$ cat config.mk
export PLATFORM = sky130hd
export DESIGN_NAME = ps2_dev_tx
export DESIGN_NICKNAME = d
export VERILOG_FILES = /design/src/rtl/ps2_dev_tx.sv
export SDC_FILE = /design/constraint.sdc
export NUM_CORES = 1
export LEC_CHECK = 0
export ABC_AREA = 1
export BUFFER_PORTS_ARGS = -buffer_cell sky130_fd_sc_hd__buf_2
export CORE_MARGIN = 1
export CORE_UTILIZATION = 25
export CTS_CLUSTER_SIZE = 10
export DETAILED_ROUTE_END_ITERATION = 8
export PLACE_DENSITY = 0.45
export SLEW_MARGIN = 20
export SYNTH_ARGS = -nofsm -noshare
export SYNTH_HDL_FRONTEND = slang
export SYNTH_SLANG_ARGS = --single-unit
$ cat constraint.sdc
create_clock -name clk -period 4.3 [get_ports clk]
set_input_delay 0.43 -clock clk [delete_from_list [all_inputs] [get_ports clk]]
set_output_delay 0.43 -clock clk [all_outputs]
set_load 0.05 [all_outputs]
$ cat src/rtl/ps2_dev_tx.sv
// PS/2 device-side transmitter: waits for an idle bus, then clocks one
// 11-bit frame (start, 8 data bits LSB first, odd parity, stop) onto the
// open-drain PS2_CLK/PS2_DATA lines. Backs off and restarts when the host
// inhibits the bus before the stop bit.
module ps2_dev_tx #(
  parameter int unsigned HALF     = 2500,
  parameter int unsigned IDLE_CYC = 2500
) (
  input  logic       clk,
  input  logic       rstn,
  input  logic [7:0] tx_data,
  input  logic       tx_valid,
  output logic       tx_ready,
  input  logic       ps2_clk_i,
  input  logic       ps2_data_i,
  output logic       ps2_clk_oe,
  output logic       ps2_data_oe,
  output logic       busy,
  output logic       done,
  output logic       abort
);

  localparam logic [2:0] S_IDLE   = 3'd0;
  localparam logic [2:0] S_CHECK  = 3'd1;
  localparam logic [2:0] S_BIT_HI = 3'd2;
  localparam logic [2:0] S_BIT_LO = 3'd3;
  localparam logic [2:0] S_GAP    = 3'd4;

  localparam logic [15:0] HALF_LAST = 16'(HALF - 1);
  localparam logic [15:0] IDLE_LIM  = 16'(IDLE_CYC);
  // Our own released clock needs two synchronizer stages to read back high,
  // so a low sample earlier than this in BIT_HI may be our own echo.
  localparam logic [15:0] INHIBIT_MIN = 16'd3;
  localparam logic [3:0]  LAST_BIT    = 4'd10;
  localparam logic [3:0]  LAST_ABORTABLE = 4'd9;

  logic [1:0]  clkSync_q;
  logic [1:0]  dataSync_q;
  logic [2:0]  state_q, state_d;
  logic [15:0] cnt_q, cnt_d;
  logic [3:0]  idx_q, idx_d;
  logic [7:0]  byte_q, byte_d;
  logic        done_q, done_d;
  logic        abort_q, abort_d;

  logic        clkSync;
  logic        dataSync;
  logic [10:0] frameBits;
  logic        curBit;

  assign clkSync  = clkSync_q[1];
  assign dataSync = dataSync_q[1];

  // Frame as sent on the wire, bit 0 first; parity makes the total count of ones odd.
  assign frameBits = {1'b1, ~^byte_q, byte_q, 1'b0};
  assign curBit    = frameBits[idx_q];

  assign tx_ready    = (state_q == S_IDLE);
  assign busy        = (state_q != S_IDLE);
  assign ps2_clk_oe  = (state_q == S_BIT_LO);
  assign ps2_data_oe = ((state_q == S_BIT_HI) || (state_q == S_BIT_LO)) && !curBit;
  assign done        = done_q;
  assign abort       = abort_q;

  // Two-flop synchronizers for the asynchronous bus lines, idling high like the pulled-up bus.
  always_ff @(posedge clk or negedge rstn) begin
    if (!rstn) begin
      clkSync_q  <= 2'b11;
      dataSync_q <= 2'b11;
    end else begin
      clkSync_q  <= {clkSync_q[0], ps2_clk_i};
      dataSync_q <= {dataSync_q[0], ps2_data_i};
    end
  end

  // Next-state logic: idle-bus wait, half-period sequencing and host-inhibit back-off.
  always_comb begin
    state_d = state_q;
    cnt_d   = cnt_q;
    idx_d   = idx_q;
    byte_d  = byte_q;
    done_d  = 1'b0;
    abort_d = 1'b0;
    case (state_q)
      S_IDLE: begin
        if (tx_valid) begin
          byte_d  = tx_data;
          state_d = S_CHECK;
          cnt_d   = 16'd0;
          idx_d   = 4'd0;
        end
      end
      S_CHECK: begin
        if (!(clkSync && dataSync)) begin
          cnt_d = 16'd0;
        end else if (cnt_q >= IDLE_LIM) begin
          state_d = S_BIT_HI;
          cnt_d   = 16'd0;
          idx_d   = 4'd0;
        end else begin
          cnt_d = cnt_q + 16'd1;
        end
      end
      S_BIT_HI: begin
        if ((idx_q <= LAST_ABORTABLE) && (cnt_q >= INHIBIT_MIN) && !clkSync) begin
          state_d = S_CHECK;
          cnt_d   = 16'd0;
          idx_d   = 4'd0;
          abort_d = 1'b1;
        end else if (cnt_q == HALF_LAST) begin
          state_d = S_BIT_LO;
          cnt_d   = 16'd0;
        end else begin
          cnt_d = cnt_q + 16'd1;
        end
      end
      S_BIT_LO: begin
        if (cnt_q == HALF_LAST) begin
          cnt_d = 16'd0;
          if (idx_q == LAST_BIT) begin
            state_d = S_GAP;
          end else begin
            state_d = S_BIT_HI;
            idx_d   = idx_q + 4'd1;
          end
        end else begin
          cnt_d = cnt_q + 16'd1;
        end
      end
      S_GAP: begin
        if (cnt_q == HALF_LAST) begin
          state_d = S_IDLE;
          cnt_d   = 16'd0;
          done_d  = 1'b1;
        end else begin
          cnt_d = cnt_q + 16'd1;
        end
      end
      default: begin
        state_d = S_IDLE;
        cnt_d   = 16'd0;
        idx_d   = 4'd0;
      end
    endcase
  end

  // State registers; reset drops the frame and releases the bus at once.
  always_ff @(posedge clk or negedge rstn) begin
    if (!rstn) begin
      state_q <= S_IDLE;
      cnt_q   <= 16'd0;
      idx_q   <= 4'd0;
      byte_q  <= 8'd0;
      done_q  <= 1'b0;
      abort_q <= 1'b0;
    end else begin
      state_q <= state_d;
      cnt_q   <= cnt_d;
      idx_q   <= idx_d;
      byte_q  <= byte_d;
      done_q  <= done_d;
      abort_q <= abort_d;
    end
  end

endmodule

## Word-level counts from Yosys, hierarchy flattened

Index checks and enable logic that the tools add are counted.

- $add $sub $neg: 2
- Multipliers: 0
- Div/mod/pow operators: 0
- Order comparisons: 4
- Equality and inequality tests: 14
- Shifts and indexed selects: 0
- Multiplexer cells: 28
- Bitwise gates (word level): 1
- Reductions and logical operators: 14

Operator list:

| operator | number |
|---|---|
| 16-bit 2-to-1 mux | 5 |
| 16-bit case mux with 4 select lines | 1 |
| 3-bit 2-to-1 mux | 8 |
| 4-bit 2-to-1 mux | 6 |
| 4-bit case mux with 5 select lines | 1 |
| 16-bit by 1-bit adder with 16-bit output (second input constant) | 1 |
| 16-bit by 12-bit equality test with 1-bit output (second input constant) | 1 |
| 16-bit by 12-bit >= comparator with 1-bit output (second input constant) | 1 |
| 16-bit by 2-bit >= comparator with 1-bit output (second input constant) | 1 |
| 3-bit case mux with 5 select lines | 1 |
| 2-bit != test (second input constant) | 5 |
| 8-bit XNOR reduction | 1 |
| 7-bit AND reduction | 1 |
| 3-bit by 2-bit equality test with 1-bit output (second input constant) | 2 |
| 6-bit AND reduction | 1 |
| 4-bit by 5-bit < comparator with 1-bit output (second input constant) | 1 |
| 1-bit 2-to-1 mux | 5 |
| 4-bit by 1-bit adder with 4-bit output (second input constant) | 1 |
| 1-bit binary-select mux with 4-bit select | 1 |
| 4-bit equality test (second input constant) | 1 |
| 4-bit less-or-equal comparator (second input constant) | 1 |
| 1-bit logical AND | 4 |
| 2-bit by 1-bit != test with 1-bit output (second input constant) | 2 |
| 3-bit by 1-bit equality test with 1-bit output (second input constant) | 1 |
| other kinds (9) | 10 |

- Bits in registers: 37
- Bits in latches: 0
- Bits in writable memories: 0
- Memory bits (read-only): 0
- Input port bits: 13
- Word-level logic and storage cells: 71
- Memories kept: 0

## Longest topological paths before layout

Gate-level depths: netlist of run 1.

- Word-level depth: 5
- Depth in mapped cells: 13

## Worst setup path before layout of run 1

No wires, ideal clock.

- Path kind: register -> output
- Start: register idx_q[0]
- End: output ps2_data_oe
- Arrival: 1.706 ns
- Setup slack: 2.164 ns
- Stages on the path, launching flop included: 8
- Path buffers: 0
- Path through: dfrtp_1 -> inv_1 -> nor2_1 -> a21oi_1 -> a21oi_1 -> nand2_1 -> nand2_1 -> a21oi_1

- Longest elaborated chain between the ends: 4

RTL lines:

| element | line | text |
|---|---|---|
| from (decl) | 41 | `logic [3:0] idx_q, idx_d;` |
| from (signal assigned) | 159 | `idx_q <= idx_d;` |
| 1-bit binary-select mux with 4-bit select | 56 | `assign curBit = frameBits[idx_q];` |
| 1-bit 2-to-1 mux (implied by the code) | 56 |  |
| 1-bit logical NOT | 61 | `assign ps2_data_oe = ((state_q == S_BIT_HI) \|\| (state_q == S_BIT_LO)) && !curBit;` |
| 1-bit logical AND | 61 |  |
| to (decl) | 17 | `output logic ps2_data_oe,` |

Every way passes these cells. The select of a mux whose other input is x is not followed.

## Final worst setup path of run 1

Ends and elaborated chain as after synthesis.

==> impl_metrics.ini, run 1 <==
[run_status]
status = complete, no violations

[sta]
fin_skew_ns = 0.0113
finalSetupViolCount = 0
fin_crit_ns = 2.19
fin_crit_sh_pct = 50.9
maxSlewViolCount = 0
rsz0062_at_grt = false
hold_viol_final = 0
max_slew.worst_pin.slew_ns = 0.868
slew_headroom_pct = 42.1
fin_ws_ns = 2.11
setup_tns_ns = 0
fmax_mhz = 457

[place]
place_congestion = 0.807
dpl-instance-area_sq_mm = 0.00282
hpwl_mm = 4.09
numPortBuffers = 18
placement.setup.worst_slack_ns = 2.38

[run]
cap_viol_max_count = 0

[detailed_routing]
highest_layer = met4
remaining_drc_errors = 0
route.vias.total = 2037
drtIter0Drc = 93
drt-total-wl_mm = 5.36
wl_met3_um = 182
drt-wirelength-per-cell_um = 10.8
route.met2.wl_mm = 2.43
viasPerCell = 4.11
dr.pass1.iters = 4
m1WireLength_mm = 2.65
ant_nets = 0

[floorplanning]
die_area_sq_mm = 0.0109
fp.coreArea_sq_mm = 0.00995
pin_count = 19
start_util_pct = 26.2
fp.dieH_um = 104
die_x_um = 104
rows = 36

[worst_setup_path]
critPathSlowestCell = dfrtp_1
path_cells = inv_1 > nor2_1 > a21oi_1 > a21oi_1 > nand2_1 > nand2_1 > a21oi_1 > buf_2
worstSetupStartpointType = flop
cpMostUsedCell = a21oi_1
crit_arrival_ns = 1.76
cp-end-kind = output pin
required_ns = 3.87
worstSetupPathType = flop to output pin
slowest_delay_ns = 0.47
path_max_fanout = 9

[clocking]
holdBufCountCts = 0
postCtsSetupRepairBufs = 0
clockBufferDepth = 2
clkTransAtPathRegs_ns = 0.07
clock_sinks = 37
cts_buffers = 5
postCtsResizedCells = 0
htree_num_levels = 2
cts_root_buf = clkbuf_8
clock_latency_ns = 0.30
cts_tree = yes

[grt]
grt_pass1_vias = 1971
grt_util_all_layers_pct = 11.0
grt_overflow = 0
grt_pass1_wl_mm = 9.56
antenna_found_initial = 0
grt_max_degree = 38

[logic_synthesis]
synth-seq-cells = 37
synth_warnings = 0
synth.area.top_cells = dfrtp_1, nand2_1, nand2_4
synth.avg_cell_area_sq_um = 7.59
synth-seq-area-share_pct = 35.6
synth_top_area_share_pct = 31.6
async_flop_share_pct = 100
synth_edf_count = 0
synth_cells = 344
synth-main-ff-cell = dfrtp_1
synth_nets = 363
syn_area_sq_mm = 0.00261
synth_cell_types = 33
yosys.area.top_type = dfrtp_1

[power]
p_sw_mw = 0.143
seqPwrFrac_pct = 57.6
pwr-share-clk_pct = 39.9
swShare_pct = 23.3
combPwrFrac_pct = 2.5
leakage_nw = 1.46
powerDensity_mw_per_mm2 = 210
ir_worst_vdd_mv = 0.0848
internal_power_mw = 0.468
p_total_mw = 0.611

[finish]
fin_nets = 381
design_area_sq_mm = 0.00290
layout_common_cells = nand2_1, nor2_1, inv_1, dfrtp_1, nand3_1
areaGrowthSynthToFinish_pct = 11.1
layout_commonest_cell = nand2_1
num_antenna_cells = 0
drive_gt1_share_pct = 24.8

[worst_hold_path]
hp-class = input pin to flop
critical path: cells and delay by family (launching register included):
kind | cells | cell delay, ns
compound gates | 3 | 0.33
buf+inv | 2 | 0.47
simple gates | 3 | 0.20
flops | 1 | 0.47
sequential cells by signal, indices dropped and copies added, names as in the netlist:
register and cells:
state_q 3, clkSync_q 2, abort 1, byte_q 8, idx_q 4, done 1, cnt_q 16, dataSync_q 2
logic make-up after synthesis:
group                      count (synthesis)  share of synthesized area [%]
and+or+nand+nor                          209                           41.4
buffers and inverters                     50                           8.09
muxes                                      4                           1.72
xor gates and xnor gates                  18                           6.03
AOI/OAI and AO/OA                         20                           4.26
adders and majority gates                  6                           2.87
DFF                                       37                           35.6
per-stage QoR:
stage,utilization [%],hold WS [ns],instances
after floorplan,-,0.134,344
final,29.2,0.232,496
after detailed placement,28.3,0.347,488
after global routing,29.2,0.226,496
after global placement,28.3,0.347,488
after CTS,29.2,0.219,496
cell usage after synthesis, drive strengths merged (3+ instances only):
cell and n:
xnor2 8, nand2 130, dfstp 4, o21ai 6, inv 42, a21oi 11, ha 6, xor2 10
nor2 48, mux2 4, dfrtp 33, nor3 6, nand4 3, nand3 21, buf 6
layer usage:
metal	track usage (%)	vias to the layer above
met5	0	-
met4	4.59	0
met3	1.57	8
met2	17.2	24
met1	15.1	918
li1	-	1087
power by group through the flow:
stage               clock [mW]  combinational, mW  sequential, mW
global route             0.270             0.0182           0.352
CTS                      0.256             0.0163           0.352
floorplan                    0            0.00224           0.358
finish                   0.244             0.0152           0.352
detailed placement           0             0.0163           0.359
global placement             0             0.0159           0.359
cell type report:
type | count | area [sq um]
Clock inverter | 2 | 10.0
Sequential cell | 37 | 931
Fill cell | 1064 | 7050
Clock buffer | 6 | 72.6
Inverter | 43 | 163
Timing Repair Buffer | 18 | 90.1
Multi-Input combinational cell | 257 | 1470
Tap cell | 133 | 166
final timing paths:
path / from / to / slack, ns / cells past startpoint
max in group asynchronous: rstn / byte_q[1] / 3.51 / 1
worst max-delay path: idx_q[0] / ps2_data_oe / 2.11 / 8
worst min register to register: dataSync_q[0] / dataSync_q[1] / 0.36 / 0
worst max register to register: idx_q[0] / cnt_q[1] / 2.39 / 11
min in group asynchronous: rstn / cnt_q[2] / 0.24 / 1
worst min-delay path: ps2_clk_i / clkSync_q[0] / 0.23 / 1
Note: power is estimated with default switching activity, not from simulation.
==> run 2, diff against run 1 <==
==> constraint.sdc (replaced) <==
create_clock -name clk -period 2.19 [get_ports clk]
set_input_delay 0.219 -clock clk [delete_from_list [all_inputs] [get_ports clk]]
set_output_delay 0.219 -clock clk [all_outputs]
set_load 0.05 [all_outputs]
==> run 2 against run 1 <==
Against the previous run:
- clock power is 100% higher
- sequential share of layout area is 0.17 points lower
- critical path type unchanged
- critical path depth stayed put
- first-iteration DRC count is 4.3% lower
- largest power group unchanged
- sequential cell count stayed put
- routed wire length is 0.89% higher
- power is 100% higher
- utilization is 0.15 points higher
- final cell count is 0.20% higher
- die area stayed put
- clock skew is 0.0028 ns lower
==> impl_metrics.ini, run 2 (synthesized netlist as in run 1, its figures left out) <==
[floorplanning]
fp.dieH_um = 104
die_area_sq_mm = 0.0109
rows = 36
die_x_um = 104
pin_count = 19
start_util_pct = 26.2
fp.coreArea_sq_mm = 0.00995

[finish]
areaGrowthSynthToFinish_pct = 11.7
num_antenna_cells = 0
layout_commonest_cell = nand2_1
reg_top3 = cnt_q (16), byte_q (8), idx_q (4)
layout_common_cells = nand2_1, nor2_1, inv_1, dfrtp_1, nand3_1
final_cell_count_no_fill = 497
largest_reg_flops = 16
regMostFlops = cnt_q
drive_gt1_share_pct = 24.7
fin_nets = 382

[detailed_routing]
ant_nets = 0
remaining_drc_errors = 0
drt-total-wl_mm = 5.41
viasPerCell = 4.15
drt-wirelength-per-cell_um = 10.9
dr.pass1.iters = 4
drtIter0Drc = 89
route.vias.total = 2063

[clocking]
cts_buffers = 5
postCtsSetupRepairBufs = 0
cts_tree = yes
holdBufCountCts = 0
clkTransAtPathRegs_ns = 0.08
clock_sinks = 37
cts_root_buf = clkbuf_8
clockBufferDepth = 2
clock_latency_ns = 0.29
postCtsResizedCells = 0
htree_num_levels = 2

[grt]
grt_max_degree = 38
antenna_found_initial = 0
grt_overflow = 0
grt_pass1_vias = 2030
grt_util_all_layers_pct = 11.1
grt_pass1_wl_mm = 9.72

[worst_setup_path]
worstSetupPathType = flop to output pin
cp-end-kind = output pin
path_cells = inv_1 > nor2_1 > a21oi_1 > a21oi_1 > nand2_1 > nand2_1 > a21oi_1 > buf_2
critPathSlowestCell = dfrtp_1
crit_arrival_ns = 1.85
required_ns = 1.97
slowest_delay_ns = 0.47
path_max_fanout = 9
cpMostUsedCell = a21oi_1
worstSetupStartpointType = flop

[place]
dp.cells = 489
placement.setup.worst_slack_ns = 0.253
place_congestion = 0.802
hpwl_mm = 4.11
numPortBuffers = 18

[sta]
fin_ws_ns = 0.125
maxSlewViolCount = 0
fin_crit_sh_pct = 94.3
holdWs_ns = 0.0177
fmax_mhz = 484
setup_tns_ns = 0
finalSetupViolCount = 0
max_slew.worst_pin.slew_ns = 0.833
fin_skew_ns = 0.00842
rsz0062_at_grt = false
slew_headroom_pct = 44.5
fin_crit_ns = 2.06
hold_viol_final = 0

[power]
ir_worst_vdd_mv = 0.205
leakage_nw = 1.47
p_total_mw = 1.22
powerDensity_mw_per_mm2 = 418

[run]
cap_viol_max_count = 0

[worst_hold_path]
hp-class = input pin to asynchronous set/reset pin

[run_status]
status = complete, no violations
## run 2: cell types whose count changed in the layout (fill, tap and decap cells not counted), sizes merged
cell    before  now
buf         18   19
clkinv       3    1
clkbuf       6    8
## run 2: worst paths after layout
kind | end | from | slack (ns) | depth (start not counted)
setup / recovery | ps2_data_oe | idx_q[0] | 0.13 | 8
hold / removal | cnt_q[2] | rstn | 0.02 | 1
setup reg to reg | cnt_q[3] | idx_q[0] | 0.26 | 11
hold reg to reg | dataSync_q[1] | dataSync_q[0] | 0.36 | 0
max in group asynchronous | cnt_q[6] | rstn | 1.62 | 1
min in group clk | clkSync_q[0] | ps2_clk_i | 0.03 | 1
## run 2: through the flow
stage               cell area [sq um]  utilization [%]
floorplan                        2610                -
global placement                 2830             28.4
finish                           2920             29.3
CTS                              2920             29.3
detailed placement               2830             28.4
global route                     2920             29.3
## run 2: critical path: cells and delay by family (launching register included)
kind	cells	cell delay, ns
AND/OR/NAND/NOR	3	0.21
flip-flops	1	0.47
AO/OA/AOI/OAI	3	0.37
buffers and inverters	2	0.50
## run 2: layout make-up
| cell class | count | area [sq um] |
|---|---|---|
| timing repair buffer | 19 | 97.6 |
| clock buffer | 8 | 90.1 |
| multi-input combinational | 257 | 1470 |
| inverter | 43 | 163 |
| fill | 1079 | 7040 |
| sequential | 37 | 931 |
| tap | 133 | 166 |
## run 2: power breakdown
group / internal [mW] / switching, mW
clock: 0.257 / 0.242
combinational: 0.00898 / 0.0203
sequential: 0.689 / 0.00154
total: 0.955 / 0.264
## run 2: routing by layer
metal	up-vias	global-route usage (%)	part of all wire [%]
li1	1094	-	-
met1	940	15.1	53
met2	25	17.7	43
met3	4	1.75	2.4
met4	0	3.98	1.4
met5	-	0	0
==> run 3, diff against run 2 <==
--- a/config.mk
+++ b/config.mk
@@ -12,6 +12,7 @@
 export CTS_CLUSTER_SIZE = 10
 export DETAILED_ROUTE_END_ITERATION = 8
 export PLACE_DENSITY = 0.45
+export SETUP_SLACK_MARGIN = 0.3
 export SLEW_MARGIN = 20
 export SYNTH_ARGS = -nofsm -noshare
 export SYNTH_HDL_FRONTEND = slang
==> run 3 against run 2 <==
Against the previous run:
- global-route usage decreased by 0.30 points
- sequential share of layout area decreased by 1.0 points
- routed wire length increased by 1.7%
- largest cell class unchanged
- clock-buffer cell count decreased by 1
- highest routed layer unchanged
- via count increased by 1.6%
- final cell count increased by 0.80%
- clock power increased by 27%
==> impl_metrics.ini, run 3 (synthesized netlist as in run 1, its figures left out) <==
[worst_setup_path]
timing.rr.end = cnt_q[1]
cpMostUsedCell = nand2_1
required_ns = 1.97
worstRegToRegCells = 11
crit_end = ps2_data_oe
timing.rr.start = idx_q[0]
slowest_delay_ns = 0.45
r2r_slack_ns = 0.44
path_max_fanout = 4
crit_arrival_ns = 1.62
worstSetupPathType = flop to output pin
critPathSlowestCell = dfrtp_2
path_cells = xor2_1 > nand2_1 > nand2_1 > nand2_1 > nand3_1 > nand2_1 > a21oi_2 > buf_6
worstSetupStartpointType = flop
crit_family = flip-flops
cp_num_buf_inv = 1
cp-end-kind = output pin
crit_start = byte_q[4]
crit_cells = 8

[place]
placement.setup.worst_slack_ns = 0.245
numPortBuffers = 18
hpwl_mm = 4.12
place_congestion = 0.790

[finish]
num_antenna_cells = 0
reg_top3 = cnt_q (16), byte_q (8), idx_q (4)
largest_reg_flops = 16
layout_common_cells = nand2_1, nor2_1, inv_1, dfrtp_1, nand3_1
layout_commonest_cell = nand2_1
fin_nets = 386
drive_gt1_share_pct = 28.5
areaGrowthSynthToFinish_pct = 15.9
nFillCells = 1071
regMostFlops = cnt_q

[detailed_routing]
route.vias.total = 2097
drt-wirelength-per-cell_um = 11.0
viasPerCell = 4.19
drt-total-wl_mm = 5.50
remaining_drc_errors = 0
dr.pass1.iters = 6
ant_nets = 0
drtIter0Drc = 85

[worst_hold_path]
hp-class = input pin to flop

[grt]
grt_max_degree = 38
grt_pass1_wl_mm = 9.52
grt_util_all_layers_pct = 10.8
antenna_found_initial = 0
grt_overflow = 0
grt_pass1_vias = 1980

[clocking]
cts_tree = yes
clock_sinks = 37
cts_root_buf = clkbuf_8
cts_buffers = 5
clock_latency_ns = 0.29
clockBufferDepth = 2
htree_num_levels = 2
clkTransAtPathRegs_ns = 0.08

[floorplanning]
fp.coreArea_sq_mm = 0.00995
die_area_sq_mm = 0.0109
die_x_um = 104
start_util_pct = 26.2
rows = 36
fp.dieH_um = 104
pin_count = 19

[power]
powerDensity_mw_per_mm2 = 447
ir_worst_vdd_mv = 0.209
leakage_nw = 1.50

[sta]
fin_ws_ns = 0.354
finalSetupViolCount = 0
hold_viol_final = 0
slew_headroom_pct = 42.6
setup_tns_ns = 0
rsz0062_at_grt = true
fin_crit_sh_pct = 83.9
fin_skew_ns = 0.00987
max_slew.worst_pin.slew_ns = 0.861
fin_crit_ns = 1.84
maxSlewViolCount = 0
fmax_mhz = 545

[run_status]
status = complete, no violations

[run]
cap_viol_max_count = 0
run 3: cell type report:
| cell class | instances | area (sq um) | share of cell area [%] |
|---|---|---|---|
| multi-input combinational | 257 | 1500 | 49.6 |
| sequential | 37 | 935 | 30.9 |
| tap | 133 | 166 | 5.50 |
| inverter | 43 | 163 | 5.37 |
| timing repair buffer | 23 | 146 | 4.84 |
| clock buffer | 7 | 86.3 | 2.85 |
| clock inverter | 1 | 30.0 | 0.992 |
run 3: per-layer routing:
layer  vias to the layer above  GRT usage [%]  share of wire (%)
met5                         -              0                  0
met4                         0           3.78                1.5
met3                         6           2.26                3.5
met2                        31           16.7                 44
met1                       964           14.9                 51
li1                       1096              -                  -
run 3: metrics by stage:
stage                     std cells  utilization [%]  cell area [sq um]  hold slack, ns  power, mW
after floorplan                 344                -               2620         -0.0766      0.708
after global placement          489             28.4               2830           0.328      0.736
after detailed placement        489             28.4               2830           0.327      0.736
after CTS                       497             29.7               2960          0.0137       1.37
after global routing            501             30.4               3030         0.00411       1.41
final                           501             30.4               3030          0.0273       1.35
run 3: worst min path at each step:
| stage | from | end | slack [ns] | cells past startpoint |
|---|---|---|---|---|
| 2_1_floorplan | rstn | abort | -0.08 | 0 |
| 3_3_place_gp | ps2_data_i | dataSync_q[0] | 0.33 | 1 |
| 3_5_place_dp | ps2_data_i | dataSync_q[0] | 0.33 | 1 |
| 4_1_cts | ps2_data_i | dataSync_q[0] | 0.01 | 1 |
| 5_1_grt | ps2_data_i | dataSync_q[0] | 0.004 | 1 |
| 6_report | ps2_data_i | dataSync_q[0] | 0.03 | 1 |
run 3: power by group:
part	switching, mW	internal, mW	total (mW)	leakage, nW
Sequential	0.00160	0.689	0.691	0.462
Clock	0.260	0.372	0.632	0.0585
Combinational	0.0208	0.00896	0.0297	0.975
Total	0.282	1.07	1.35	1.50
run 3: repair_timing:
| action | in CTS | in global routing |
|---|---|---|
| hold buffers | 0 | 0 |
| gates resized for setup | 2 | 10 |
| buffers inserted | 0 | 4 |
| setup endpoints to repair | 14 | 20 |
| pin swaps | 0 | 4 |
